==> config.mk <==
export PLATFORM = sky130hd
export DESIGN_NAME = uid_frame_parser_flat
export DESIGN_NICKNAME = d
export VERILOG_FILES = /design/src/rtl/uid_frame_pkg.sv /design/src/rtl/uid_frame_parser_if.sv /design/src/rtl/uid_frame_parser.sv /design/src/flat_wrapper.sv
export SDC_FILE = /design/constraint.sdc
export NUM_CORES = 1
export LEC_CHECK = 0
export BUFFER_PORTS_ARGS = -buffer_cell sky130_fd_sc_hd__buf_2
export CAP_MARGIN = 10
export CORE_ASPECT_RATIO = 0.8
export CORE_MARGIN = 4
export CORE_UTILIZATION = 62
export DETAILED_ROUTE_END_ITERATION = 6
export GPL_ROUTABILITY_DRIVEN = 0
export GPL_TIMING_DRIVEN = 0
export HOLD_SLACK_MARGIN = 0.03
export PLACE_DENSITY = 0.91
export SLEW_MARGIN = 20
export SYNTH_ARGS = -nofsm -noshare
export SYNTH_HDL_FRONTEND = slang
export SYNTH_SLANG_ARGS = --single-unit
==> constraint.sdc <==
create_clock -name clk -period 3.6 [get_ports clk]
set_input_delay 1.08 -clock clk [delete_from_list [all_inputs] [get_ports clk]]
set_output_delay 1.08 -clock clk [all_outputs]
set_load 0.03 [all_outputs]
==> src/rtl/uid_frame_pkg.sv <==
// Shared constants and types for the UID frame parser and the downstream
// reply logic: state encoding, framing bytes, command codes, error codes
// and the legal-length check.
package uid_frame_pkg;

  localparam logic [7:0] SOF           = 8'h55;
  localparam logic [7:0] CMD_CHECK_UID = 8'hA1;
  localparam logic [7:0] CMD_ADD_UID   = 8'hB2;

  localparam int unsigned ERR_W = 3;
  localparam logic [ERR_W-1:0] ERR_BAD_CMD  = 3'd1;
  localparam logic [ERR_W-1:0] ERR_BAD_LEN  = 3'd2;
  localparam logic [ERR_W-1:0] ERR_CHECKSUM = 3'd3;
  localparam logic [ERR_W-1:0] ERR_TIMEOUT  = 3'd4;
  localparam logic [ERR_W-1:0] ERR_OVERRUN  = 3'd5;

  typedef enum logic [2:0] {
    ST_IDLE,
    ST_CMD,
    ST_LEN,
    ST_UID,
    ST_CHK,
    ST_HOLD
  } state_e;

  // LEN is legal when it is a supported UID size that fits the output bus.
  function automatic logic len_legal(input logic [7:0] len, input int unsigned max_bytes);
    return ((len == 8'd4) || (len == 8'd7) || (len == 8'd10)) && (32'(len) <= max_bytes);
  endfunction

endpackage

==> src/rtl/uid_frame_parser_if.sv <==
// Bus bundle of the UID frame parser.
//   rx_data/rx_ready         : byte stream from the UART receiver
//   cmd_out/uid_out/uid_len  : validated frame payload
//   frame_valid/frame_ready  : payload handshake
//   err_pulse/err_code       : one-cycle rejection report
// master: the surrounding logic (byte source + frame consumer)
// slave : the parser
interface uid_frame_parser_if #(
  parameter int unsigned MAX_UID_BYTES = 10
) ();

  logic [7:0]                 rx_data;
  logic                       rx_ready;
  logic [7:0]                 cmd_out;
  logic [8*MAX_UID_BYTES-1:0] uid_out;
  logic [3:0]                 uid_len;
  logic                       frame_valid;
  logic                       frame_ready;
  logic                       err_pulse;
  logic [2:0]                 err_code;

  modport master (
    output rx_data, rx_ready, frame_ready,
    input  cmd_out, uid_out, uid_len, frame_valid, err_pulse, err_code
  );

  modport slave (
    input  rx_data, rx_ready, frame_ready,
    output cmd_out, uid_out, uid_len, frame_valid, err_pulse, err_code
  );

endinterface

==> src/rtl/uid_frame_parser.sv <==
// UID frame parser: assembles SOF, CMD, LEN, UID bytes and XOR checksum from
// the UART byte stream, presents validated frames over a valid/ready
// handshake and reports rejected frames/bytes with a one-cycle error pulse.
// Ports:
//   clk, rst_n : clock, asynchronous active-low reset
//   bus        : uid_frame_parser_if.slave (rx byte stream, frame payload,
//                handshake, error report)
// Build option: define UID_FRAME_TIMEOUT_EN to build the inter-byte timeout
// (error code 4); without it a stalled partial frame waits indefinitely.
module uid_frame_parser
  import uid_frame_pkg::*;
#(
  parameter int unsigned MAX_UID_BYTES  = 10,
  parameter int unsigned TIMEOUT_CYCLES = 500000,
  parameter logic [7:0]  SOF_BYTE       = SOF
) (
  input logic              clk,
  input logic              rst_n,
  uid_frame_parser_if.slave bus
);

  localparam int unsigned UID_W = 8 * MAX_UID_BYTES;
  localparam int unsigned IDX_W = (MAX_UID_BYTES > 1) ? $clog2(MAX_UID_BYTES) : 1;

  state_e                 state_q, state_d;
  logic [7:0]             chk_q, chk_d;
  logic [7:0]             cmd_sh_q, cmd_sh_d;
  logic [3:0]             len_sh_q, len_sh_d;
  logic [IDX_W-1:0]       idx_q, idx_d;
  logic [7:0]             uid_sh_q [MAX_UID_BYTES];
  logic [7:0]             uid_sh_d [MAX_UID_BYTES];

  logic [7:0]             cmd_q, cmd_d;
  logic [UID_W-1:0]       uid_q, uid_d;
  logic [3:0]             len_q, len_d;
  logic                   valid_q, valid_d;
  logic                   err_q, err_d;
  logic [ERR_W-1:0]       code_q, code_d;

  logic                   sof_c;
  logic                   handshake_c;
  logic                   tmo_hit_c;

  assign sof_c       = bus.rx_ready && (bus.rx_data == SOF_BYTE);
  assign handshake_c = valid_q && bus.frame_ready;

`ifdef UID_FRAME_TIMEOUT_EN
  localparam int unsigned TMO_W = (TIMEOUT_CYCLES > 1) ? $clog2(TIMEOUT_CYCLES) : 1;

  logic [TMO_W-1:0] tmo_q, tmo_d;
  logic             tmo_active_c;

  // Inter-byte timeout: runs only while a frame is partially received.
  always_comb begin
    tmo_d        = '0;
    tmo_hit_c    = 1'b0;
    tmo_active_c = (state_q == ST_CMD) || (state_q == ST_LEN) ||
                   (state_q == ST_UID) || (state_q == ST_CHK);
    if (tmo_active_c && !bus.rx_ready) begin
      if (tmo_q == TMO_W'(TIMEOUT_CYCLES - 1)) begin
        tmo_hit_c = 1'b1;
      end else begin
        tmo_d = tmo_q + TMO_W'(1);
      end
    end
  end

  always_ff @(posedge clk or negedge rst_n) begin
    if (!rst_n) begin
      tmo_q <= '0;
    end else begin
      tmo_q <= tmo_d;
    end
  end
`else
  logic unused_timeout_cfg;

  assign tmo_hit_c          = 1'b0;
  assign unused_timeout_cfg = ^{32'(TIMEOUT_CYCLES), ERR_TIMEOUT};
`endif

  // Next-state, datapath and registered-output logic.
  always_comb begin
    state_d  = state_q;
    chk_d    = chk_q;
    cmd_sh_d = cmd_sh_q;
    len_sh_d = len_sh_q;
    idx_d    = idx_q;
    uid_sh_d = uid_sh_q;
    cmd_d    = cmd_q;
    uid_d    = uid_q;
    len_d    = len_q;
    valid_d  = valid_q;
    err_d    = 1'b0;
    code_d   = code_q;

    case (state_q)
      ST_IDLE: begin
        if (sof_c) state_d = ST_CMD;
      end
      ST_CMD: begin
        if (bus.rx_ready) begin
          if ((bus.rx_data == CMD_CHECK_UID) || (bus.rx_data == CMD_ADD_UID)) begin
            cmd_sh_d = bus.rx_data;
            chk_d    = bus.rx_data;
            state_d  = ST_LEN;
          end else begin
            err_d   = 1'b1;
            code_d  = ERR_BAD_CMD;
            state_d = ST_IDLE;
          end
        end
      end
      ST_LEN: begin
        if (bus.rx_ready) begin
          if (len_legal(bus.rx_data, MAX_UID_BYTES)) begin
            len_sh_d = 4'(bus.rx_data);
            chk_d    = chk_q ^ bus.rx_data;
            idx_d    = '0;
            state_d  = ST_UID;
          end else begin
            err_d   = 1'b1;
            code_d  = ERR_BAD_LEN;
            state_d = ST_IDLE;
          end
        end
      end
      ST_UID: begin
        if (bus.rx_ready) begin
          uid_sh_d[idx_q] = bus.rx_data;
          chk_d           = chk_q ^ bus.rx_data;
          if (idx_q == IDX_W'(len_sh_q - 4'd1)) begin
            state_d = ST_CHK;
          end else begin
            idx_d = idx_q + IDX_W'(1);
          end
        end
      end
      ST_CHK: begin
        if (bus.rx_ready) begin
          if (bus.rx_data == chk_q) begin
            cmd_d = cmd_sh_q;
            len_d = len_sh_q;
            // First received byte lands in the MSBs; unused bytes were cleared.
            for (int unsigned i = 0; i < MAX_UID_BYTES; i++) begin
              uid_d[8*(MAX_UID_BYTES-1-i) +: 8] = uid_sh_q[i];
            end
            valid_d = 1'b1;
            state_d = ST_HOLD;
          end else begin
            err_d   = 1'b1;
            code_d  = ERR_CHECKSUM;
            state_d = ST_IDLE;
          end
        end
      end
      ST_HOLD: begin
        // A byte arriving with the handshake is handled as in IDLE.
        if (handshake_c) begin
          valid_d = 1'b0;
          state_d = sof_c ? ST_CMD : ST_IDLE;
        end else if (bus.rx_ready) begin
          err_d  = 1'b1;
          code_d = ERR_OVERRUN;
        end
      end
      default: begin
        state_d = ST_IDLE;
      end
    endcase

    // Timeout only fires on cycles without rx_ready, so it never races a byte.
    if (tmo_hit_c) begin
      err_d   = 1'b1;
      code_d  = ERR_TIMEOUT;
      state_d = ST_IDLE;
    end

    // Fresh frame: clear the UID shadow and the checksum.
    if ((state_d == ST_CMD) && (state_q != ST_CMD)) begin
      uid_sh_d = '{default: '0};
      chk_d    = '0;
    end
  end

  always_ff @(posedge clk or negedge rst_n) begin
    if (!rst_n) begin
      state_q  <= ST_IDLE;
      chk_q    <= '0;
      cmd_sh_q <= '0;
      len_sh_q <= '0;
      idx_q    <= '0;
      uid_sh_q <= '{default: '0};
      cmd_q    <= '0;
      uid_q    <= '0;
      len_q    <= '0;
      valid_q  <= 1'b0;
      err_q    <= 1'b0;
      code_q   <= '0;
    end else begin
      state_q  <= state_d;
      chk_q    <= chk_d;
      cmd_sh_q <= cmd_sh_d;
      len_sh_q <= len_sh_d;
      idx_q    <= idx_d;
      uid_sh_q <= uid_sh_d;
      cmd_q    <= cmd_d;
      uid_q    <= uid_d;
      len_q    <= len_d;
      valid_q  <= valid_d;
      err_q    <= err_d;
      code_q   <= code_d;
    end
  end

  assign bus.cmd_out     = cmd_q;
  assign bus.uid_out     = uid_q;
  assign bus.uid_len     = len_q;
  assign bus.frame_valid = valid_q;
  assign bus.err_pulse   = err_q;
  assign bus.err_code    = code_q;

endmodule
==> src/flat_wrapper.sv <==
// flat-port wrapper written by rule: the top's interface ports become plain ports
module uid_frame_parser_flat import uid_frame_pkg::*;
#(
  parameter int unsigned MAX_UID_BYTES  = 10,
  parameter int unsigned TIMEOUT_CYCLES = 500000,
  parameter logic [7:0]  SOF_BYTE       = SOF
)
  (clk, rst_n, bus_rx_data, bus_rx_ready, bus_frame_ready, bus_cmd_out, bus_uid_out, bus_uid_len, bus_frame_valid, bus_err_pulse, bus_err_code);
  uid_frame_parser_if #(.MAX_UID_BYTES(MAX_UID_BYTES)) bus_i ();
  input logic clk;
  input logic rst_n;
  input wire logic [$bits(bus_i.rx_data)-1:0] bus_rx_data;
  input wire logic [$bits(bus_i.rx_ready)-1:0] bus_rx_ready;
  input wire logic [$bits(bus_i.frame_ready)-1:0] bus_frame_ready;
  output wire logic [$bits(bus_i.cmd_out)-1:0] bus_cmd_out;
  output wire logic [$bits(bus_i.uid_out)-1:0] bus_uid_out;
  output wire logic [$bits(bus_i.uid_len)-1:0] bus_uid_len;
  output wire logic [$bits(bus_i.frame_valid)-1:0] bus_frame_valid;
  output wire logic [$bits(bus_i.err_pulse)-1:0] bus_err_pulse;
  output wire logic [$bits(bus_i.err_code)-1:0] bus_err_code;
  assign bus_i.rx_data = bus_rx_data;
  assign bus_i.rx_ready = bus_rx_ready;
  assign bus_i.frame_ready = bus_frame_ready;
  assign bus_cmd_out = bus_i.cmd_out;
  assign bus_uid_out = bus_i.uid_out;
  assign bus_uid_len = bus_i.uid_len;
  assign bus_frame_valid = bus_i.frame_valid;
  assign bus_err_pulse = bus_i.err_pulse;
  assign bus_err_code = bus_i.err_code;
  uid_frame_parser #(.MAX_UID_BYTES(MAX_UID_BYTES), .TIMEOUT_CYCLES(TIMEOUT_CYCLES), .SOF_BYTE(SOF_BYTE)) u_core (.clk(clk), .rst_n(rst_n), .bus(bus_i));
endmodule
==> results of run 1 <==
-- cells in the mapped netlist (all sizes together) (5+ instances only) --
cell and number:
o21ai 27, nand2 89, nand3 71, inv 13
nand2b 6, dfrtp 204, mux2i 17, xnor2 15
mux2 93, nor4 6, nand3b 5, nor2 34
buf 31, ha 5, clkbuf 26, nor2b 6
a21oi 68
-- sequential cells by signal, indices dropped and copies added, names as in the netlist, 3 cells and up --
signal	cells
u_core.bus.uid_out	80
u_core.bus.err_code	3
u_core.idx_q	4
u_core.bus.cmd_out	8
u_core.cmd_sh_q	8
u_core.bus.uid_len	4
u_core.chk_q	8
u_core.len_sh_q	4
u_core.uid_sh_q	80
u_core.state_q	3
-- metrics by stage --
step,setup TNS (ns),hold WS (ns),instances
finish,0,0.369,1073
global route,0,0.352,1073
CTS,0,0.359,1073
detailed placement,0,0.459,1041
global placement,-371.35,0.455,1039
floorplan,0,0.435,756
-- routing by layer --
metal  wire, um  vias up
met3       1950       85
met2       9780      392
met1       8640     3187
li1           -     2869
met5          0        -
met4        880        0
-- how the worst max path moves through the flow --
stage | cells past startpoint | end | from | slack (ns)
6_report | 6 | u_core.uid_sh_q[31] | bus_rx_data[5] | 0.77
5_1_grt | 6 | u_core.uid_sh_q[31] | bus_rx_data[5] | 0.71
4_1_cts | 6 | u_core.uid_sh_q[31] | bus_rx_data[5] | 0.89
3_5_place_dp | 6 | u_core.uid_sh_q[31] | bus_rx_data[5] | 0.39
3_3_place_gp | 1 | u_core.bus.uid_out[40] | rst_n | -1.83
2_1_floorplan | 8 | u_core.bus.uid_out[69] | bus_rx_data[1] | 0.82
-- layout make-up --
type	instances	area, um^2
Sequential cell	204	5100
Fill cell	845	3530
Multi-Input combinational cell	482	3250
Timing Repair Buffer	105	581
Clock buffer	28	572
Buffer	57	285
Tap cell	180	225
Clock inverter	4	48.8
Inverter	13	48.8
-- logic make-up (layout without fill, tap and decap cells) --
family          count (synthesis)  after routing  synth area share [%]
xor+xnor                       15             15                  1.69
simple gates                  240            240                  13.4
flops                         204            204                  58.8
fa+ha+maj                       5              5                 0.720
mux                           110            110                  14.5
buf+inv                        70            207                  3.85
compound gates                112            112                  7.06
-- where the power goes --
group	leakage, uW	switching [uW]	internal [uW]
clock network	0.000306	842	1180
logic	0.00208	116	40.7
registers	0.00282	10.1	2300
-- worst max-delay path: cells and delay by family --
family | cells | cell delay, ns
compound gates | 1 | 0.12
buf+inv | 3 | 1.12
simple gates | 2 | 0.84
==> results.json, run 1 <==
{
  "outcome": "complete, but fails checks",
  "violations": "DRC",
  "synth-main-ff-cell": "sky130_fd_sc_hd__dfrtp_1",
  "clk_pin_slew_ns": 0.06,
  "routed_wire_length_per_instance_um": 19.8,
  "synth_edf_count": 0,
  "timing.final.setup_violations": 0,
  "maximum_resistive_drop_on_vdd_v": 0.000414,
  "worst-r2r-setup-slack_ns": 0.90,
  "die_width_um": 140,
  "max_slew.worst_pin.slew_ns": 0.947,
  "syn_to_final_growth_pct": 16.4,
  "detailedPlace.worstSlack_ns": 0.394,
  "io_buffers": 103,
  "crit-reg2reg-capture": "u_core.uid_sh_q[31]",
  "crit_fanout": 10,
  "finalCritPeriodShare_pct": 78.6,
  "grt_first_pass_wirelength_um": 34700,
  "maximum_achievable_frequency_ghz": 0.353,
  "final_antenna_net_count": 0,
  "ctsRootBufferMaster": "sky130_fd_sc_hd__clkbuf_16",
  "setup.worst_path.end_class": "register",
  "worst_path_most_repeated_cell": "sky130_fd_sc_hd__clkbuf_1",
  "gr-usage-met3_pct": 5.28,
  "most_frequent_standard_cell_in_the_layout_excluding_fill_and_tap_cells": "sky130_fd_sc_hd__dfrtp_1",
  "grtUsageTotal_pct": 27.1,
  "synth.avg_cell_area_um2": 11.5,
  "gr-usage-met2_pct": 41.2,
  "num-nets-final": 900,
  "min_path_type": "in -> async",
  "grt_antenna_before_repair": 0,
  "syn_inst": 756,
  "ys_ff_latch": 204,
  "die_h_um": 114,
  "grt_start_max_net_pins": 104,
  "detailed_place_hpwl_um": 13600,
  "overflow": 0,
  "via_count_of_the_first_global_routing_pass": 6466,
  "post-route-util_pct": 74.1,
  "syn-cell-area_um2": 8690,
  "timing.critical_path.arrival_ns": 3.17,
  "synth_top_area_cell": "sky130_fd_sc_hd__dfrtp_1",
  "insertion_delay_ns": 0.49,
  "crit_slowest_cell": "sky130_fd_sc_hd__nor4_2",
  "timing.final.max_slew_violations": 0,
  "htree_levels": 1,
  "ranking_of_synthesized_cells_by_area": "sky130_fd_sc_hd__dfrtp_1 59%, sky130_fd_sc_hd__mux2_2 11%, sky130_fd_sc_hd__nand3_1 4.1%, sky130_fd_sc_hd__a21oi_1 3.9%, sky130_fd_sc_hd__nand2_1 3.8%",
  "design_area_um2": 10100,
  "setup.worst_path.start_class": "input port",
  "finalCriticalPeriod_ns": 2.83,
  "post_cts_resized": 0,
  "required_ns": 3.94,
  "drt-total-wl_um": 21200,
  "finalWorstSetupSlack_ns": 0.770,
  "worst_r2r_startpoint": "u_core.state_q[1]",
  "finalPower_uw": 4480,
  "yosysSeqAreaShare_pct": 58.8,
  "cts_hold_fix_bufs": 0,
  "p_leak_uw": 0.00521,
  "ios": 109,
  "mostFrequentLayoutCells": "204 x sky130_fd_sc_hd__dfrtp_1, 126 x sky130_fd_sc_hd__buf_2, 89 x sky130_fd_sc_hd__nand2_1",
  "finalHoldViolations": 0,
  "die_area_um2": 16000,
  "drv_cap": 0,
  "synthArstFlopShare_pct": 100,
  "synth_largest_type_area_fraction_pct": 58.8,
  "synth_warnings": 0,
  "total_setup_buffers_inserted_after_cts": 0,
  "first_pass_iteration_count_of_the_detailed_router": 7,
  "postPlaceCellArea_um2": 9490,
  "drt_drc_violations_left": 9,
  "antenna_cells_inserted": 0,
  "detailed_router_s_first_iteration_violation_count": 794,
  "post_drt_via_cell_ratio": 6.09,
  "fin_worst_skew_ns": 0.0113,
  "timing_worst_setup_path_type": "in -> reg",
  "synth_cell_types": 50,
  "cts_max_path_buffers": 3,
  "numCtsBuffers": 20,
  "rows": 38,
  "critical_path.max_stage_delay_ns": 0.59,
  "start_util_pct": 63.7,
  "final_layout_size_suffix_gt1_share_pct": 29.7,
  "tritoncts_num_sinks": 204,
  "synth.net_count": 773,
  "pwr_density_cell_nw_per_um2": 443,
  "grtUsageMet1_pct": 39.0,
  "timing.reg2reg.worst_path_depth": 7,
  "global_route.peak_usage_layer": "met2",
  "critical_path.cell_chain": "buf_2, or2_1, nor4_2, clkbuf_1, clkbuf_1, a21oi_1",
  "timing.slew.headroom_pct": 36.4,
  "core_region_um2": 13600,
  "cts_tree": "yes",
  "grt_setup_unrepaired": "false",
  "vias": 6533
}
Power figures use the tool's default switching activity.
==> run 2, diff against run 1 <==
--- a/config.mk
+++ b/config.mk
@@ -9,12 +9,12 @@
 export CAP_MARGIN = 10
 export CORE_ASPECT_RATIO = 0.8
 export CORE_MARGIN = 4
-export CORE_UTILIZATION = 62
+export CORE_UTILIZATION = 52
 export DETAILED_ROUTE_END_ITERATION = 6
 export GPL_ROUTABILITY_DRIVEN = 0
 export GPL_TIMING_DRIVEN = 0
 export HOLD_SLACK_MARGIN = 0.03
-export PLACE_DENSITY = 0.91
+export PLACE_DENSITY = 0.83
 export SLEW_MARGIN = 20
 export SYNTH_ARGS = -nofsm -noshare
 export SYNTH_HDL_FRONTEND = slang
==> constraint.sdc (replaced) <==
create_clock -name clk -period 2.4 [get_ports clk]
set_input_delay 0.72 -clock clk [delete_from_list [all_inputs] [get_ports clk]]
set_output_delay 0.72 -clock clk [all_outputs]
set_load 0.03 [all_outputs]
==> results.json, run 2 (same netlist as run 1, synthesis figures left out) <==
{
  "post-route-util_pct": 63.9,
  "fillerInstances": 1196,
  "max_slew.worst_pin.slew_ns": 0.923,
  "finalCriticalPeriod_ns": 2.42,
  "finalWorstSetupSlack_ns": -0.0246,
  "first_pass_iteration_count_of_the_detailed_router": 5,
  "via_count_of_the_first_global_routing_pass": 6265,
  "timing.slew.headroom_pct": 38.1,
  "grt_setup_unrepaired": "true",
  "die_area_um2": 18900,
  "setup.worst_path.end_class": "register",
  "pwr_density_cell_nw_per_um2": 670,
  "core_region_um2": 16100,
  "insertion_delay_ns": 0.49,
  "die_h_um": 124,
  "finalHoldViolations": 0,
  "cts_hold_fix_bufs": 0,
  "detailed_place_hpwl_um": 13700,
  "io_buffers": 103,
  "maximum_achievable_frequency_ghz": 0.412,
  "cts_tree": "yes",
  "grt_start_max_net_pins": 102,
  "violations": "setup timing",
  "timing_worst_setup_path_type": "reg -> reg",
  "vias": 6344,
  "grt_first_pass_wirelength_um": 33300,
  "drt_drc_violations_left": 0,
  "grt_antenna_before_repair": 0,
  "num-nets-final": 902,
  "die_width_um": 153,
  "routed_wire_length_per_instance_um": 18.4,
  "timing.final.setup_violations": 3,
  "start_util_pct": 54.1,
  "min_path_type": "in -> async",
  "htree_levels": 1,
  "rows": 41,
  "mostFrequentLayoutCells": "204 x sky130_fd_sc_hd__dfrtp_1, 125 x sky130_fd_sc_hd__buf_2, 89 x sky130_fd_sc_hd__nand2_1",
  "most_frequent_standard_cell_in_the_layout_excluding_fill_and_tap_cells": "sky130_fd_sc_hd__dfrtp_1",
  "required_ns": 2.71,
  "antenna_cells_inserted": 0,
  "worst_hold_slack_ns": 0.119,
  "tritoncts_num_sinks": 204,
  "timing.final.max_slew_violations": 0,
  "overflow": 0,
  "fin_worst_skew_ns": 0.00823,
  "finalCritPeriodShare_pct": 101,
  "drv_cap": 0,
  "setup.worst_path.start_class": "register",
  "grtUsageTotal_pct": 22.0,
  "maximum_resistive_drop_on_vdd_v": 0.000557,
  "ctsRootBufferMaster": "sky130_fd_sc_hd__clkbuf_16",
  "detailed_router_s_first_iteration_violation_count": 599,
  "syn_to_final_growth_pct": 18.1,
  "final_layout_size_suffix_gt1_share_pct": 31.0,
  "p_leak_uw": 0.00526,
  "crit_fanout": 10,
  "ios": 109,
  "post_drt_via_cell_ratio": 5.71,
  "dp.cells": 1076,
  "final-instance-count-excl-fill": 1112,
  "timing.critical_path.arrival_ns": 2.74,
  "tns_setup_ns": -0.0589,
  "clk_pin_slew_ns": 0.06,
  "drt-total-wl_um": 20500,
  "numCtsBuffers": 21,
  "cts_max_path_buffers": 3,
  "final_antenna_net_count": 0,
  "outcome": "complete, but fails checks"
}
-- run 2: changes by cell type in the layout (fill, tap and decap cells not counted), moves of 2 or more --
cell / delta
sky130_fd_sc_hd__clkbuf_2: +5
sky130_fd_sc_hd__buf_8: +2
sky130_fd_sc_hd__nor4_4: +2
sky130_fd_sc_hd__clkbuf_8: +3
sky130_fd_sc_hd__buf_1: +2
sky130_fd_sc_hd__nor4_2: -2
sky130_fd_sc_hd__clkbuf_1: -9
-- run 2: what timing repair did --
| item | in CTS | in global routing |
|---|---|---|
| setup endpoints to repair | 80 | 94 |
| pin swaps | 0 | 1 |
| gates resized for setup | 3 | 11 |
| setup buffers | 0 | 1 |
-- run 2: layout make-up --
| class | instances | area (um^2) | area share, % |
|---|---|---|---|
| multi-input cells | 482 | 3280 | 31.9 |
| repair buffers | 106 | 588 | 5.73 |
| well taps | 215 | 269 | 2.62 |
| clock buffers | 29 | 606 | 5.90 |
| flip-flops and latches | 204 | 5100 | 49.8 |
| inverters | 13 | 48.8 | 0.476 |
| clock inverters | 6 | 61.3 | 0.598 |
| plain buffers | 57 | 305 | 2.98 |
-- run 2: power breakdown --
| part | switching (uW) | internal [uW] |
|---|---|---|
| sequential | 14.9 | 3450 |
| clock | 1310 | 1870 |
| combinational | 173 | 61.3 |
| total | 1500 | 5380 |
-- run 2: metal layers --
layer,GRT usage (%),up-vias,routed length [um]
li1,-,2862,-
met1,32.1,3186,9200
met2,34.8,250,9370
met3,3.47,46,1400
met4,6.68,0,529
met5,0,-,0
-- run 2: through the flow --
step	total power (uW)	worst slack [ns]	instance area (um^2)
after detailed placement	3760	-0.518	9560
after global routing	7080	-0.150	10300
after floorplan	3630	0.000762	8710
final	6870	-0.0246	10300
after CTS	6920	0.0201	10200
after global placement	3740	-2.75	9490
-- run 2: final timing paths --
check	from	to	slack, ns	cells after the start
setup / recovery	u_core.state_q[0]	u_core.chk_q[7]	-0.02	7
hold / removal	rst_n	u_core.bus.cmd_out[3]	0.12	1
setup reg to reg	u_core.state_q[0]	u_core.chk_q[7]	-0.02	7
hold reg to reg	u_core.cmd_sh_q[7]	u_core.cmd_sh_q[7]	0.47	1
max in group asynchronous	rst_n	u_core.uid_sh_q[48]	1.50	2
min in group clk	u_core.cmd_sh_q[7]	u_core.cmd_sh_q[7]	0.47	1
-- run 2: worst max-delay path: stages (launching register included) --
cell and delay [ns]:
sky130_fd_sc_hd__dfrtp_1 0.37, sky130_fd_sc_hd__buf_2 0.17, sky130_fd_sc_hd__inv_1 0.22, sky130_fd_sc_hd__nor3_1 0.13, sky130_fd_sc_hd__and3_1 0.18, sky130_fd_sc_hd__buf_2 0.16
sky130_fd_sc_hd__a211oi_1 0.77, sky130_fd_sc_hd__o21ai_0 0.25
